## src/rtl/vic_sched.sv

```systemverilog
// vic_sched: edge-triggered interrupt pending/priority arbiter with req/ack handshake
// and a nesting stack so only strictly higher priorities can preempt.
module vic_sched #(
    parameter int N_SRC = 31,
    parameter int DEPTH = 4
) (
    input  logic             i_clk,
    input  logic             i_rst,
    input  logic [N_SRC-1:0] i_ext,
    input  logic [3:0]       i_VIC_data,
    input  logic [4:0]       i_VIC_regaddr,
    input  logic             i_VIC_we,
    input  logic             i_ack,
    input  logic             i_eoi,
    output logic             o_irq,
    output logic [4:0]       o_irq_id,
    output logic [3:0]       o_irq_prio,
    output logic [3:0]       o_depth,
    output logic             o_err
);
    typedef enum logic {S_IDLE, S_REQ} state_t;
    state_t state, state_n;
    logic [3:0]  prio [32];
    logic [4:0]  stk_id [8];
    logic [3:0]  stk_p [8];
    logic [31:0] pend, prev, ext, rise, set, clr, clr_wr, prio_nz;
    logic [3:0]  depth, thr, best_p;
    logic [2:0]  top;
    logic [4:0]  best;
    logic        en, wr_src, wr_ctl, take, pop, issue, withdraw, err_n;

    assign ext    = 32'(i_ext);
    assign rise   = ext & ~prev;
    assign wr_src = i_VIC_we && int'(i_VIC_regaddr) < N_SRC;
    assign wr_ctl = i_VIC_we && &i_VIC_regaddr;
    assign top    = 3'(depth - 4'd1);
    assign thr    = depth == 4'd0 ? 4'd0 : stk_p[top];
    assign take   = state == S_REQ && i_ack;
    assign pop    = i_eoi && depth != 4'd0;
    assign o_irq  = state == S_REQ;
    assign o_depth = depth;

    always_comb begin
        best   = '0;
        best_p = '0;
        // descending scan with >= leaves the lowest index on a priority tie
        for (int i = 31; i >= 0; i--) begin
            prio_nz[i] = |prio[i];
            if (pend[i] && prio[i] > thr && prio[i] >= best_p) begin
                best   = 5'(i);
                best_p = prio[i];
            end
        end
        clr_wr = '0;
        if (wr_src && i_VIC_data == 4'd0) clr_wr[i_VIC_regaddr] = 1'b1;
        if (wr_ctl && i_VIC_data[1]) clr_wr = '1;
        clr = clr_wr;
        if (take) clr[o_irq_id] = 1'b1;
        set      = rise & prio_nz;
        withdraw = (clr_wr[o_irq_id] && !set[o_irq_id]) || (wr_ctl && !i_VIC_data[0]);
        issue    = state == S_IDLE && en && best_p != 4'd0 && depth < 4'(DEPTH);
        state_n  = issue ? S_REQ : (state == S_REQ && (i_ack || withdraw)) ? S_IDLE : state;
        err_n    = (i_eoi && depth == 4'd0) || (i_ack && state == S_IDLE);
    end

    always_ff @(posedge i_clk) begin
        if (i_rst) begin
            state      <= S_IDLE;
            pend       <= '0;
            prev       <= '0;
            en         <= 1'b0;
            depth      <= '0;
            o_irq_id   <= '0;
            o_irq_prio <= '0;
            o_err      <= 1'b0;
            for (int i = 0; i < 32; i++) prio[i] <= '0;
        end else begin
            state <= state_n;
            prev  <= ext;
            pend  <= (pend & ~clr) | set;
            depth <= depth + 4'(take) - 4'(pop);
            o_err <= err_n;
            if (wr_ctl) en <= i_VIC_data[0];
            if (wr_src) prio[i_VIC_regaddr] <= i_VIC_data;
            if (issue) begin
                o_irq_id   <= best;
                o_irq_prio <= best_p;
            end
        end
    end

    // a simultaneous eoi+ack overwrites the popped top instead of growing the stack
    always_ff @(posedge i_clk) begin
        if (!i_rst && take) begin
            stk_id[pop ? top : depth[2:0]] <= o_irq_id;
            stk_p[pop ? top : depth[2:0]]  <= o_irq_prio;
        end
    end
endmodule
```

## config.mk

```make
export PLATFORM = sky130hd
export DESIGN_NAME = vic_sched
export DESIGN_NICKNAME = d
export VERILOG_FILES = /design/src/rtl/vic_sched.sv
export SDC_FILE = /design/constraint.sdc
export NUM_CORES = 1
export LEC_CHECK = 0
export ABC_AREA = 1
export ABC_CLOCK_PERIOD_IN_PS = 57400
export CORE_MARGIN = 4
export CORE_UTILIZATION = 40
export DETAILED_ROUTE_END_ITERATION = 10
export PLACE_DENSITY = 0.64
export SLEW_MARGIN = 30
export SYNTH_ARGS = -nofsm -noshare
export SYNTH_HDL_FRONTEND = slang
export SYNTH_SLANG_ARGS = --single-unit
```

## constraint.sdc

```tcl
create_clock -name i_clk -period 57.4 [get_ports i_clk]
set_input_delay 8.61 -clock i_clk [delete_from_list [all_inputs] [get_ports i_clk]]
set_output_delay 8.61 -clock i_clk [all_outputs]
set_load 0.005 [all_outputs]
```

Word-level counts from Yosys, hierarchy flattened --
Memories as Yosys holds them, arrays and structs flattened. Index checks and enable logic that the tools add are counted.
Storage, ports and cells: memory bits (writable) 160, output and inout port bits 15, word-level logic and storage cells 307, memories kept 2, input port bits 45, register bits after elaboration 80
Cells by class: reductions and logical operators 126, mux-type cells 89, bitwise logic cells 8, order comparisons 70, add/sub/neg operators 3
Memory list:
- prio | depth 32, width 4, read ports 32, clocked after memory_dff 0, write ports 32, RTL line 23 | logic [3:0] prio [32];
- stk_p | depth 8, width 4, read ports 1, clocked after memory_dff 0, write ports 1, RTL line 25 | logic [3:0] stk_p [8];
Operators with widths (count):
- 5-bit two-way mux | 33
- 4-bit two-way mux | 34
- 4-bit OR reduction | 33
- 4-bit > comparator | 32
- 4-bit >= comparator | 31
- 32-bit two-way mux | 3
- 1-bit logical AND | 81
- 32-bit bitwise AND | 2
- 32-bit NOT | 2
- 32-bit OR | 2
- 31-bit by 32-bit bitwise AND with 32-bit output | 1
- 1-bit two-way mux | 14
- 5-bit by 6-bit less-than comparator with 1-bit output (second input constant) | 2
- 1-bit binary-select mux with 5-bit select | 2
- 1-bit demux with 5-bit select | 2
- 5-bit by 1-bit >= comparator with 1-bit output (second input constant) | 2
- 4-bit logical NOT | 2
- 4-bit nonzero test | 2
- 5-bit less-than comparator (second input constant) | 1
- 5-bit AND reduction | 1
- 4-bit by 1-bit adder with 4-bit output | 1
- 4-bit by 1-bit >= comparator with 1-bit output (second input constant) | 1
- 4-bit by 3-bit less-than comparator with 1-bit output (second input constant) | 1
- 4-bit by 1-bit subtractor with 4-bit output | 1
- 6 further kinds | 10

Longest topological paths before layout --
Gate-level depths: netlist of run 1. An unclocked memory read counts as a cell.
depth in word-level cells 104, depth in mapped cells 360, mapped depth without buffers 352

Least setup slack after synthesis of run 1 --
Ideal clock, no wire load.
kind reg2reg, from reg depth[0], in the netlist o_depth[0], to reg o_irq_prio[0], library setup time 0.066 ns, stages on the path, launching flop included 331, data required time 57.334 ns, data arrival time 37.152 ns, clock period less this slack 37.218 ns, buffers on the path 8, setup slack 20.182 ns, cells stage by stage dfxtp_1 -> clkbuf_1 -> clkinv_1 -> clkbuf_1 -> ha_1 -> clkbuf_1 -> inv_1 -> o21ai_0 -> o22ai_1 -> o21ai_0 -> a31oi_1 -> ha_1 -> nand2_1 -> nor2_1 -> nor2_1 -> nand2_1 -> inv_1 -> nand2_1 -> (+295 left out) -> nand3_1 -> nand2_1 -> clkbuf_4 -> or2_2 -> and2_1 -> inv_1 -> ha_1 -> a21oi_1 -> o211ai_1 -> nand2_1 -> inv_1 -> nand2_1 -> nand2_2 -> nor2_4 -> nand2_4 -> nand2_4 -> nand2_2 -> a21oi_2
On the way: cells in the longest elaborated chain, start to end 103, elaborated cells between the ends (all ways) 167, classes of those cells 1 x add/sub; 64 x order compare; 33 x mux; 68 x reduce/logical; 1 x memory
Ends and longest elaborated chain:
- start, declared | RTL line 27 | logic [3:0] depth, thr, best_p;
- start signal, assigned | RTL line 81 | depth <= depth + 4'(take) - 4'(pop);
- 3-bit by 1-bit subtractor with 3-bit output | RTL line 36 | assign top = 3'(depth - 4'd1);
- memory 8 x 4 bit
- 4-bit two-way mux | RTL line 37 | assign thr = depth == 4'd0 ? 4'd0 : stk_p[top];
- 4-bit > comparator | RTL line 49 | if (pend[i] && prio[i] > thr && prio[i] >= best_p) begin
- 1-bit logical AND (2 in a row) | RTL line 49
- 4-bit two-way mux | RTL line 49
- 4-bit >= comparator | RTL line 49
- 1-bit logical AND | RTL line 49
- (+85 left out)
- 4-bit >= comparator | RTL line 49
- 1-bit logical AND | RTL line 49
- 4-bit two-way mux | RTL line 49
- 4-bit >= comparator | RTL line 49
- 1-bit logical AND | RTL line 49
- 4-bit two-way mux | RTL line 49
- 4-bit nonzero test | RTL line 61 | issue = state == S_IDLE && en && best_p != 4'd0 && depth < 4'(DEPTH);
- 1-bit logical AND (2 in a row) | RTL line 61
- end signal, assigned | RTL line 87 | o_irq_prio <= best_p;
- end, declared | RTL line 17 | output logic [3:0] o_irq_prio,
Several ways; a longest one is shown, not always the timed one. A chain may end at the register's enable or synchronous reset.

Worst setup path in the final report of run 1 --
Ends and elaborated chain as after synthesis.

==> results of run 1 <==
-- cell type report --
type                       count  area (um^2)
clock buffer                  40          787
clock inverter                12          104
fill                        4371        24200
inverter                     336         1260
multi-input combinational   1698        10200
sequential                   239         6390
tap                          592          741
timing repair buffer          73          693
-- layer usage --
| metal | global-route usage (%) | up-vias | wire length [um] | part of all wire, % |
|---|---|---|---|---|
| met2 | 34.6 | 415 | 22900 | 46 |
| met3 | 2.14 | 106 | 2450 | 4.9 |
| li1 | - | 7941 | - | - |
| met4 | 7.49 | 0 | 1910 | 3.8 |
| met5 | 0 | - | 0 | 0 |
| met1 | 27.7 | 7379 | 22700 | 45 |
-- cell families after synthesis --
kind of cell             Yosys count  synth area share (%)
AO/OA/AOI/OAI                    493                  15.5
flip-flops                       239                  35.5
adder cells (fa/ha/maj)          233                  16.2
AND/OR/NAND/NOR                  965                  24.3
buffers and inverters            384                  8.27
other                              1                0.0208
XOR/XNOR                           3                 0.146
-- worst paths after layout --
kind / cells after the start / to / slack, ns / startpoint
max: 322 / o_irq_prio[0]$_SDFFE_PP0P_ / 15.01 / o_depth[0]$_SDFF_PP0_
min: 2 / pend[4]$_SDFF_PP0_ / 0.50 / pend[4]$_SDFF_PP0_
max reg2reg: 322 / o_irq_prio[0]$_SDFFE_PP0P_ / 15.01 / o_depth[0]$_SDFF_PP0_
min reg2reg: 2 / pend[4]$_SDFF_PP0_ / 0.50 / pend[4]$_SDFF_PP0_
-- cell usage after synthesis (6+ instances only) --
cell / count / area [um^2]
nor2_1: 323 / 1210
a21oi_2: 6 / 52.6
nand2_2: 83 / 519
ha_1: 232 / 2900
nand3_1: 73 / 365
o41ai_1: 30 / 263
nand2_1: 400 / 1500
clkbuf_1: 39 / 146
edfxtp_1: 160 / 4800
o21ai_0: 225 / 1130
nand2_4: 20 / 225
o211ai_1: 31 / 233
o31ai_1: 7 / 52.6
a21oi_1: 139 / 696
o22ai_1: 33 / 206
nand4_1: 13 / 81.3
nand3_2: 34 / 340
dfxtp_1: 79 / 1580
inv_1: 328 / 1230
-- cells in the final DEF (no fill, tap or decap), types with 4 or more instances in the layout --
cell and instances:
nor3_1 4, dfxtp_1 79, nand3_2 34, clkdlybuf4s50_1 58, or2_2 4, o22ai_1 33
o221ai_1 4, inv_1 327, o41ai_1 30, buf_4 15, ha_1 232, o31ai_1 7
nor2_1 321, clkbuf_1 9, nand4_1 13, nand2_2 83, nand3_1 73, clkinv_4 4
a21oi_2 6, conb_1 4, clkbuf_16 29, and2_1 5, edfxtp_1 160, clkinv_1 7
nand2_1 400, clkinv_2 4, o21ai_0 225, a21oi_1 139, o211ai_1 31, nand2_4 20
-- critical path, delay by kind of cell, from the launching register on --
family | cells | cell delay [ns]
and+or+nand+nor | 162 | 14.80
AOI/OAI and AO/OA | 92 | 14.11
adders and majority gates | 33 | 9.78
buffers and inverters | 35 | 2.87
DFF | 1 | 0.72
-- registers in the layout (all words and copies together), names as in the netlist --
| register | cells |
|---|---|
| prio | 128 |
| pend | 32 |
| stk_p | 32 |
| prev | 31 |
| o_irq_id | 5 |
| o_depth | 4 |
| o_irq_prio | 4 |
| en | 1 |
| o_err | 1 |
| o_irq | 1 |
-- stage by stage --
| step | cells | util (%) | area (um^2) | hold WS, ns | setup slack (ns) |
|---|---|---|---|---|---|
| floorplan | 2321 | - | 18000 | 0.428 | 20.18 |
| global placement | 2938 | 43.4 | 19200 | 0.475 | 16.67 |
| detailed placement | 2938 | 43.4 | 19200 | 0.485 | 15.22 |
| CTS | 2990 | 45.4 | 20100 | 0.493 | 15.09 |
| global route | 2990 | 45.4 | 20100 | 0.515 | 9.19 |
| finish | 2990 | 45.4 | 20100 | 0.495 | 15.01 |
==> Implementation_results.wiki, run 1 <==
{| class="wikitable"
! Metric !! Value
|-
| Distinct cell type count after synthesis || 48
|-
| Element type at the critical path start || flip-flop
|-
| Data arrival at the endpoint of the critical path || 42.87 ns
|-
| Synthesis warning total || 0
|-
| Type of the worst min-delay path || flip-flop to flip-flop
|-
| Post-detailed-routing wire length || 50000 um
|-
| Post-CTS repair timing setup buffer count || 0
|-
| CTS buffer count || 28
|-
| Via Count || roughly 16000
|-
| Top FF cell, synth || edfxtp_1
|-
| Average routed wire per standard cell || 16.7 um
|-
| H-tree level count || 1
|-
| Maximum clock insertion buffer count || 3
|-
| Total die area || 48500 um^2
|-
| Port bufs || 59
|-
| Clk sink count || between 200 and 250
|-
| Ys async rst share || 0%
|-
| RSZ-0062 raised after global routing || false
|-
| Effective utilization at floorplan || about two fifths
|-
| Gp weighted congestion || 0.893
|-
| Pins over their slew limit || 0
|-
| Count of TritonRoute iterations in the first routing pass || 8
|-
| Post-Route Skew || 0.0220 ns
|-
| Number of antenna violations at the first check in global routing || 0
|-
| Area growth from synthesis to layout || 11.9%
|-
| Final hold vios || 0
|-
| DRT antenna net count || 0
|-
| Largest net degree at the start of global routing || 45
|-
| Share of cells above drive strength 1 || 9.01%
|-
| HPWL after detailed placement || 37400 um
|-
| Max-Cap Viols || 0
|-
| Ports || 60
|-
| Avg Vias per Cell || ~5.3
|-
| Worst setup path category || flip-flop to flip-flop
|-
| Run status || finished clean
|-
| Number of inserted diodes || 0
|-
| F_max || 23.6 MHz
|-
| Drc violations || 0
|-
| Grt total ovfl || 0
|-
| Period Utilization, post-route || approximately three quarters
|-
| Biggest cell delay along the critical path || just over 0.7 ns
|-
| Chip Height || 220 um
|-
| TritonCTS clock tree || done
|-
| Mean Syn Cell Area || a little under 8 um^2
|-
| Standard cell core area || around 44000 um^2
|-
| Clk root buf || clkbuf_16
|-
| Number of buffers added to fix hold violations after cts || 0
|-
| First-iteration detailed-routing DRC count || 1246
|-
| Post-CTS clock slew at the launch and capture registers of the worst setup and hold paths || 0.06 ns
|-
| Die extent in x || ~220 um
|-
| Cell seen most often among critical-path stages || nand2_1
|-
| Placement Rows || 77
|-
| Required time of the worst setup path || between 50 and 60 ns
|-
| Number of gates resized after cts || 0
|-
| Setup-violating endpoint count in the final report || 0
|-
| First-pass GRT wire length || 80500 um
|-
| Category of the worst setup path capture point || flip-flop
|-
| Actual slew at the worst max-slew pin || 0.976 ns
|-
| Worst-path fanout max || 19
|-
| Post-synthesis instance area || 18000 um^2
|-
| Slowest cell on the critical path || dfxtp_1
|-
| EDFF count, synth || 160
|-
| Flip-flop and latch count after synthesis || 239
|-
| Final #Nets || 2654
|-
| Later-pin clock latency in the skew report || ~0.56 ns
|-
| Minimum clock period after layout || around 42 ns
|-
| Sum of negative setup slack || 0 ns
|-
| Global routing usage summed across all routing layers || 20.6%
|-
| Rel. slew slack || about a third
|-
| Sequential area share after synthesis || 35.5%
|-
| Gate count of the mapped netlist || 2318
|-
| Number of global-route vias before repair || 15400
|}
Power of run 1 is left out: the tool's default activity adds up to more than one toggle a clock period on the data nets, which glitch-free logic cannot reach.
==> inputs of run 2 (changes only) <==
--- a/config.mk
+++ b/config.mk
@@ -6,7 +6,7 @@
 export NUM_CORES = 1
 export LEC_CHECK = 0
 export ABC_AREA = 1
-export ABC_CLOCK_PERIOD_IN_PS = 57400
+export ABC_CLOCK_PERIOD_IN_PS = 39100
 export CORE_MARGIN = 4
 export CORE_UTILIZATION = 40
 export DETAILED_ROUTE_END_ITERATION = 10
==> constraint.sdc (replaced) <==
create_clock -name i_clk -period 39.1 [get_ports i_clk]
set_input_delay 5.865 -clock i_clk [delete_from_list [all_inputs] [get_ports i_clk]]
set_output_delay 5.865 -clock i_clk [all_outputs]
set_load 0.005 [all_outputs]
==> Implementation_results.wiki, run 2 (synthesis gave the netlist of run 1 again) <==
{| class="wikitable"
! Metric !! Value
|-
| Setup-violating endpoint count in the final report || 0
|-
| CTS buffer count || 28
|-
| Most utilized layer in the global route result || met2
|-
| Final hold vios || 0
|-
| Data arrival at the endpoint of the critical path || 36.11 ns
|-
| Minimum clock period after layout || 35.68 ns
|-
| Post-Route Skew || 0.0102 ns
|-
| Pins over their slew limit || 0
|-
| Chip Height || 220 um
|-
| Multi-input gate area || about 11000 um^2
|-
| Gp weighted congestion || about 0.94
|-
| Period Utilization, post-route || 91.2%
|-
| Number of global-route vias before repair || 15500
|-
| Register with the most flip-flops || prio
|-
| Cell seen most often among critical-path stages || nand2_1
|-
| Final #Nets || 2710
|-
| Count of TritonRoute iterations in the first routing pass || 5
|-
| Average routed wire per standard cell || 17.0 um
|-
| Number of buffers added to fix hold violations after cts || 0
|-
| Maximum clock insertion buffer count || 3
|-
| Type of the worst min-delay path || flip-flop to flip-flop
|-
| HPWL after detailed placement || 38000 um
|-
| Later-pin clock latency in the skew report || 0.57 ns
|-
| Clk sink count || around 240
|-
| F_max || 28.0 MHz
|-
| Largest net degree at the start of global routing || 48
|-
| Total die area || 48500 um^2
|-
| Met2 Usage GRT || 35.4%
|-
| Worst hold slack || 0.491 ns
|-
| DRT antenna net count || 0
|-
| Placement Rows || 77
|-
| Met1 Resource Use GR || 27.1%
|-
| Worst-path fanout max || 10
|-
| Run status || finished clean
|-
| Ports || 60
|-
| Top library cells by usage in the layout, fill and taps aside || nand2_1 (389), inv_1 (324), nor2_1 (320), ha_1 (230), edfxtp_1 (160)
|-
| Max reg flops || roughly 130
|-
| Port bufs || 59
|-
| First-pass GRT wire length || 80700 um
|-
| TritonCTS clock tree || done
|-
| Worst setup path category || flip-flop to flip-flop
|-
| First-iteration detailed-routing DRC count || 1400
|-
| Post-layout util || 47.3%
|-
| Standard cell core area || 44300 um^2
|-
| Required time of the worst setup path || 39.53 ns
|-
| Element type at the critical path start || flip-flop
|-
| Effective utilization at floorplan || 40.6%
|-
| Via Count || 16300
|-
| Most frequent standard cell in the layout excluding fill and tap cells || nand2_1
|-
| Rel. slew slack || 34.4%
|-
| Category of the worst setup path capture point || flip-flop
|-
| Slowest cell on the critical path || dfxtp_4
|-
| Post-detailed-routing wire length || 51700 um
|-
| Grt total ovfl || 0
|-
| Number of inserted diodes || 0
|-
| Met3 layer usage reported by global route || 2.52%
|-
| Die extent in x || 220 um
|-
| Filler instances || roughly 4300
|-
| Area growth from synthesis to layout || 16.6%
|-
| Reg area || 6390 um^2
|-
| Avg Vias per Cell || 5.34
|-
| Actual slew at the worst max-slew pin || 0.979 ns
|-
| Post-CTS clock slew at the launch and capture registers of the worst setup and hold paths || 0.06 ns
|-
| Biggest cell delay along the critical path || 0.39 ns
|-
| Drc violations || 0
|-
| Number of antenna violations at the first check in global routing || 0
|-
| Share of cells above drive strength 1 || 13.5%
|-
| Clk root buf || clkbuf_16
|-
| Global routing usage summed across all routing layers || 20.8%
|-
| Max-Cap Viols || 0
|-
| H-tree level count || 1
|}
run 2: cell types whose count changed in the layout (fill, tap and decap cells not counted), sizes merged:
cell,change
buf,+48
nand2,+8
clkbuf,-5
bufinv,+3
inv,+3
clkinvlp,-1
run 2: worst paths after layout:
check / end / from / depth (start not counted) / slack [ns]
min reg2reg: pend[5]$_SDFF_PP0_ / pend[5]$_SDFF_PP0_ / 2 / 0.49
max: o_irq_id[1]$_SDFFE_PP0P_ / o_depth[1]$_SDFF_PP0_ / 323 / 3.42
max reg2reg: o_irq_id[1]$_SDFFE_PP0P_ / o_depth[1]$_SDFF_PP0_ / 323 / 3.42
min: pend[5]$_SDFF_PP0_ / pend[5]$_SDFF_PP0_ / 2 / 0.49
run 2: per-layer routing:
layer  routed length [um]  up-vias  part of all wire (%)
met4                 2060        0                   4.0
met3                 3040      121                   5.9
li1                     -     8068                     -
met1                22100     7594                    43
met5                    0        -                     0
met2                24500      489                    47
run 2: metrics by stage:
step           instances  setup TNS (ns)  setup slack (ns)  instance area (um^2)
6_report            3046               0              3.42                 21000
5_1_grt             3046           -4.56            -0.499                 21000
4_1_cts             2997               0            0.0233                 20400
3_5_place_dp        2943          -15.95             -1.62                 19300
3_3_place_gp        2943               0            0.0148                 19300
2_1_floorplan       2321               0              1.88                 18000
run 2: timing repair:
item,in CTS,in global routing
setup endpoints to repair,10,10
resized for setup,35,138
setup buffers,2,41
gates cloned,0,8
pin swaps,2,32
run 2: area by class of cell:
cell class	instances	area share, %
flip-flops and latches	239	30.5
clock buffers	35	3.61
repair buffers	121	5.08
multi-input cells	1706	50.3
inverters	336	6.03
well taps	592	3.53
clock inverters	17	1.00
run 2: worst max-delay path: cells and delay by family (launching register included):
family	cells	cell delay (ns)
simple gates	165	13.78
buf+inv	35	2.17
fa+ha+maj	33	8.76
compound gates	90	10.41
flops	1	0.39
Power of run 2 is left out for the same reason.
